### src/rtl/conv_encoder_param_if.sv
// Streaming bundle for conv_encoder_param: bit input side, symbol output side, busy flag.
// master drives bits and symbol back-pressure; slave is the encoder.
interface conv_encoder_param_if;
    logic       in_valid;
    logic       in_bit;
    logic       in_last;
    logic       in_ready;
    logic       out_valid;
    logic [1:0] out_sym;
    logic [1:0] out_mask;
    logic       out_last;
    logic       out_ready;
    logic       busy;

    modport master (
        output in_valid, in_bit, in_last, out_ready,
        input  in_ready, out_valid, out_sym, out_mask, out_last, busy
    );

    modport slave (
        input  in_valid, in_bit, in_last, out_ready,
        output in_ready, out_valid, out_sym, out_mask, out_last, busy
    );
endinterface

### src/rtl/conv_encoder_param.sv
// Rate-1/2 feed-forward convolutional encoder, constraint length K, zero-tail termination.
// Optional rate-2/3 puncture mask generation when CONV_ENCODER_PUNCTURE_EN is defined.
module conv_encoder_param #(
    parameter int unsigned  K  = 3,
    parameter logic [K-1:0] G0 = 3'o7,
    parameter logic [K-1:0] G1 = 3'o5
) (
    input  logic                 CLK,
    input  logic                 RST,
    conv_encoder_param_if.slave  bus
);
    localparam int unsigned CW = $clog2(K);

    typedef enum logic {ENC, FLUSH} state_t;

    state_t        state, state_next;
    logic [K-2:0]  sr;
    logic [CW-1:0] cnt, cnt_next;
    logic          advance;
    logic          load;
    logic          b;
    logic          last_next;
    logic          in_ready;
    logic [K-1:0]  w;
    logic [1:0]    sym;
    logic          out_valid;
    logic [1:0]    out_sym;
    logic          out_last;
    logic          active;

    always_comb begin
        advance    = !out_valid || bus.out_ready;
        state_next = state;
        cnt_next   = cnt;
        load       = 1'b0;
        b          = 1'b0;
        last_next  = 1'b0;
        in_ready   = 1'b0;
        case (state)
            ENC: begin
                in_ready = advance;
                if (bus.in_valid && advance) begin
                    load = 1'b1;
                    b    = bus.in_bit;
                    if (bus.in_last) begin
                        state_next = FLUSH;
                        cnt_next   = CW'(K - 1);
                    end
                end
            end
            FLUSH: begin
                // Tail bits are zeros; after K-1 of them sr is back at state 0.
                if (advance) begin
                    load     = 1'b1;
                    cnt_next = cnt - CW'(1);
                    if (cnt == CW'(1)) begin
                        last_next  = 1'b1;
                        state_next = ENC;
                    end
                end
            end
            default: ;
        endcase
        w   = {b, sr};
        sym = {^(w & G0), ^(w & G1)};
    end

    always_ff @(posedge CLK or posedge RST) begin
        if (RST) state <= ENC;
        else     state <= state_next;
    end

    always_ff @(posedge CLK or posedge RST) begin
        if (RST) begin
            sr        <= '0;
            cnt       <= '0;
            out_valid <= 1'b0;
            out_sym   <= '0;
            out_last  <= 1'b0;
            active    <= 1'b0;
        end else begin
            cnt <= cnt_next;
            if (load) begin
                sr        <= {b, sr[K-2:1]};
                out_valid <= 1'b1;
                out_sym   <= sym;
                out_last  <= last_next;
                active    <= !last_next;
            end else if (bus.out_ready) begin
                out_valid <= 1'b0;
            end
        end
    end

`ifdef CONV_ENCODER_PUNCTURE_EN
    logic       phase;
    logic [1:0] out_mask;

    // Mask travels with the symbol it was loaded alongside; phase restarts each frame.
    always_ff @(posedge CLK or posedge RST) begin
        if (RST) begin
            phase    <= 1'b0;
            out_mask <= 2'b11;
        end else if (load) begin
            out_mask <= phase ? 2'b10 : 2'b11;
            phase    <= last_next ? 1'b0 : !phase;
        end
    end

    assign bus.out_mask = out_mask;
`else
    assign bus.out_mask = 2'b11;
`endif

    assign bus.in_ready  = in_ready;
    assign bus.out_valid = out_valid;
    assign bus.out_sym   = out_sym;
    assign bus.out_last  = out_last;
    assign bus.busy      = active;
endmodule

### src/flat_wrapper.sv
// flat-port wrapper written by rule: the top's interface ports become plain ports
module conv_encoder_param_flat 
#(
    parameter int unsigned  K  = 3,
    parameter logic [K-1:0] G0 = 3'o7,
    parameter logic [K-1:0] G1 = 3'o5
)
  (CLK, RST, bus_in_valid, bus_in_bit, bus_in_last, bus_out_ready, bus_in_ready, bus_out_valid, bus_out_sym, bus_out_mask, bus_out_last, bus_busy);
  conv_encoder_param_if bus_i ();
  input  logic CLK;
  input  logic RST;
  input wire logic [$bits(bus_i.in_valid)-1:0] bus_in_valid;
  input wire logic [$bits(bus_i.in_bit)-1:0] bus_in_bit;
  input wire logic [$bits(bus_i.in_last)-1:0] bus_in_last;
  input wire logic [$bits(bus_i.out_ready)-1:0] bus_out_ready;
  output wire logic [$bits(bus_i.in_ready)-1:0] bus_in_ready;
  output wire logic [$bits(bus_i.out_valid)-1:0] bus_out_valid;
  output wire logic [$bits(bus_i.out_sym)-1:0] bus_out_sym;
  output wire logic [$bits(bus_i.out_mask)-1:0] bus_out_mask;
  output wire logic [$bits(bus_i.out_last)-1:0] bus_out_last;
  output wire logic [$bits(bus_i.busy)-1:0] bus_busy;
  assign bus_i.in_valid = bus_in_valid;
  assign bus_i.in_bit = bus_in_bit;
  assign bus_i.in_last = bus_in_last;
  assign bus_i.out_ready = bus_out_ready;
  assign bus_in_ready = bus_i.in_ready;
  assign bus_out_valid = bus_i.out_valid;
  assign bus_out_sym = bus_i.out_sym;
  assign bus_out_mask = bus_i.out_mask;
  assign bus_out_last = bus_i.out_last;
  assign bus_busy = bus_i.busy;
  conv_encoder_param #(.K(K), .G0(G0), .G1(G1)) u_core (.CLK(CLK), .RST(RST), .bus(bus_i));
endmodule
### config.mk
export PLATFORM = sky130hd
export DESIGN_NAME = conv_encoder_param_flat
export DESIGN_NICKNAME = d
export VERILOG_FILES = /design/src/rtl/conv_encoder_param_if.sv /design/src/rtl/conv_encoder_param.sv /design/src/flat_wrapper.sv
export SDC_FILE = /design/constraint.sdc
export NUM_CORES = 1
export LEC_CHECK = 0
export CORE_AREA = 2 2 40 42
export DETAILED_ROUTE_END_ITERATION = 10
export DIE_AREA = 0 0 42 44
export HOLD_SLACK_MARGIN = 0.12
export MAX_ROUTING_LAYER = met4
export REMOVE_ABC_BUFFERS = 1
export SYNTH_ARGS = -nofsm -noshare
export SYNTH_HDL_FRONTEND = slang
export SYNTH_SLANG_ARGS = --single-unit
### constraint.sdc
create_clock -name CLK -period 2.5 [get_ports CLK]
set_input_delay 0.375 -clock CLK [delete_from_list [all_inputs] [get_ports CLK]]
set_output_delay 0.375 -clock CLK [all_outputs]
set_load 0.02 [all_outputs]
==> results_dict.tcl <==
set metrics [dict create \
    synth_area_leaders "dfrtp_1 53%, mux2_2 4.7%, nand3b_4 4.2%, xnor2_1 3.7%, buf_4 3.2%" \
    hpwl_um 618 \
    routed_wl_um 866 \
    synth_top_cell_area_share_pct 52.6 \
    power_uw 686 \
    grt_pass1_vias 357 \
    h-tree-depth 1 \
    grt_setup_unrepaired "no" \
    diodes 0 \
    cts_sinks 10 \
    r2r_start "u_core.state" \
    grt_pass1_wl_um 1640 \
    track_usage_pct 12.7 \
    cts_tree "done" \
    layout_setup_ws_ps 439 \
    cts_setup_buffers 0 \
    p_leak_nw 0.308 \
    maxCapViolCount 0 \
    hold_slack_ps 376 \
    core_um2 1420 \
    gp_congestion 0.646 \
    power_density_nw_per_um2 1090 \
    timing.setup.tns_ps 0 \
    yosysUniqueCellTypes 23 \
    post_drt_via_cell_ratio 4.63 \
    synth-adder-area-share_pct 2.63 \
    avgSynthCellArea_um2 11.6 \
    grt_max_degree 11 \
    cts_root_buffer "clkbuf_4" \
    ios 14 \
    dieArea_um2 1850 \
    cp_data_required_time_ps 2120 \
    cts-resized-gates 0 \
    rows 14 \
    layout-drive-gt1-share_pct 18.2 \
    yosysSeqAreaShare_pct 52.6 \
    cts-buffers-inserted 3 \
    num_vias 329 \
    synth_warnings 0 \
    fin_crit_sh_pct 82.5 \
    clk_latency_ps 270 \
    critPathMaxFanout 5 \
    r2r_slack_ps 1230 \
    hold_path_class "in -> async" \
    slew_violations 0 \
    antenna_found_initial 0 \
    synth-edff-count 0 \
    endpoint_kind "output port" \
    fin_crit_ps 2060 \
    grt-ovfl-total 0 \
    startpoint_type "input port" \
    initial_core_util_pct 33.5 \
    max_freq_ghz 0.485 \
    path_class "in -> out" \
    synth-xor-area-share_pct 5.53 \
    die_h_um 44 \
    synth_top_family_by_area "simple AND/OR/NAND/NOR gates" \
    arrival_ps 1690 \
    dp_cells 67 \
    drt-initial-drc-count 1 \
    fin_nets 63 \
    port-buffer-count 11 \
    final_util_pct 44.4 \
    route.detailed.drc 0 \
    die_w_um 42 \
    final-setup-viol-count 0 \
    hold_viol 0 \
    final_area_um2 631 \
    synth_flop_cell "dfrtp_1" \
    synth-compound-area-share_pct 12.6 \
    syn-cell-area_um2 475 \
    async_flop_share_pct 100 \
    clk_pin_slew_worst_paths_ps 80 \
    final_cells 71 \
    drtPass1Iterations 2 \
    placed_area_um2 594 \
    drtAntennaViolNets 0 \
    yosys.area_share.simple_pct 13.2 \
    yosys.area.top_type "dfrtp_1" \
    r2r_cells 2 \
    cts.hold.buffers_added 0 \
    synthMuxAreaShare_pct 7.11 \
    fin_worst_skew_ps 8.25 \
    outcome "completed" \
    synth_cells 41 \
    irDropWorstVdd_mv 0.546 \
    crit_path_start "bus_out_ready" \
    wl_per_cell_um 12.2 \
    r2r_end "u_core.bus.out_sym[0]" \
    synth_seq_cells 10 \
    preCtsSetupSlack_ps 445 \
    clock_path_buffers 2 \
    syn_to_final_growth_pct 32.6 \
]
placed cells by master (no fill, tap or decap):
master	n
a21o_1	1
a21oi_1	2
a31oi_1	1
and3_2	1
clkbuf_4	3
clkbuf_8	1
clkdlybuf4s50_1	11
conb_1	2
dfrtp_1	10
ha_1	1
inv_1	3
mux2_1	1
mux2_2	2
nand2_1	1
nand2b_1	1
nand3b_4	1
nor2_1	3
nor2b_1	1
o21ai_0	2
o21ai_2	1
o22a_1	1
o2bb2ai_1	1
or3_2	1
xnor2_1	2
xor2_1	1
kinds of logic after synthesis:
kind of cell / Yosys count
flops: 10
simple gates: 9
mux: 3
other cells: 1
fa+ha+maj: 1
xor+xnor: 3
compound gates: 9
buf+inv: 5
where the power goes:
group	internal, mW	switching, mW	total (mW)
clock	0.0885	0.0620	0.151
sequential	0.222	0.0482	0.270
combinational	0.143	0.121	0.265
cell usage after synthesis, types with 2 or more instances:
library cell / n
dfrtp_1: 10
mux2_2: 2
o21ai_0: 2
nor2_1: 3
buf_4: 2
inv_1: 3
xnor2_1: 2
a21oi_1: 2
metal layers:
layer / vias to the layer above / GRT usage [%] / wire, um
li1: 162 / - / -
met1: 155 / 15.3 / 438
met2: 12 / 18.8 / 369
met3: 0 / 6.25 / 59
met4: 0 / 3.87 / 0
met5: - / - / 0
worst max-delay path, cell delays in order:
cell             delay [ps]
clkdlybuf4s50_1         420
nor2b_1                 270
nor2_1                   80
clkdlybuf4s50_1         540
cell type report:
| cell class | count | area [um2] |
|---|---|---|
| fill | 142 | 788 |
| sequential | 10 | 250 |
| multi-input combinational | 27 | 203 |
| timing repair buffer | 11 | 110 |
| clock buffer | 4 | 36.3 |
| tap | 16 | 20.0 |
| inverter | 3 | 11.3 |
worst max-delay path by stage:
stage | to | slack [ps] | cells past startpoint
2_1_floorplan | bus_in_ready | 1200 | 2
3_3_place_gp | bus_in_ready | 430 | 4
3_5_place_dp | bus_in_ready | 440 | 4
4_1_cts | bus_in_ready | 430 | 4
5_1_grt | bus_in_ready | 360 | 4
6_report | bus_in_ready | 440 | 4
sequential cells by signal, summed over array words and instances (netlist names):
register,flops
u_core.sr,2
u_core.cnt,2
u_core.bus.busy,1
u_core.bus.out_valid,1
u_core.bus.out_sym,2
u_core.state,1
u_core.bus.out_last,1
Power figures use the tool's default switching activity.
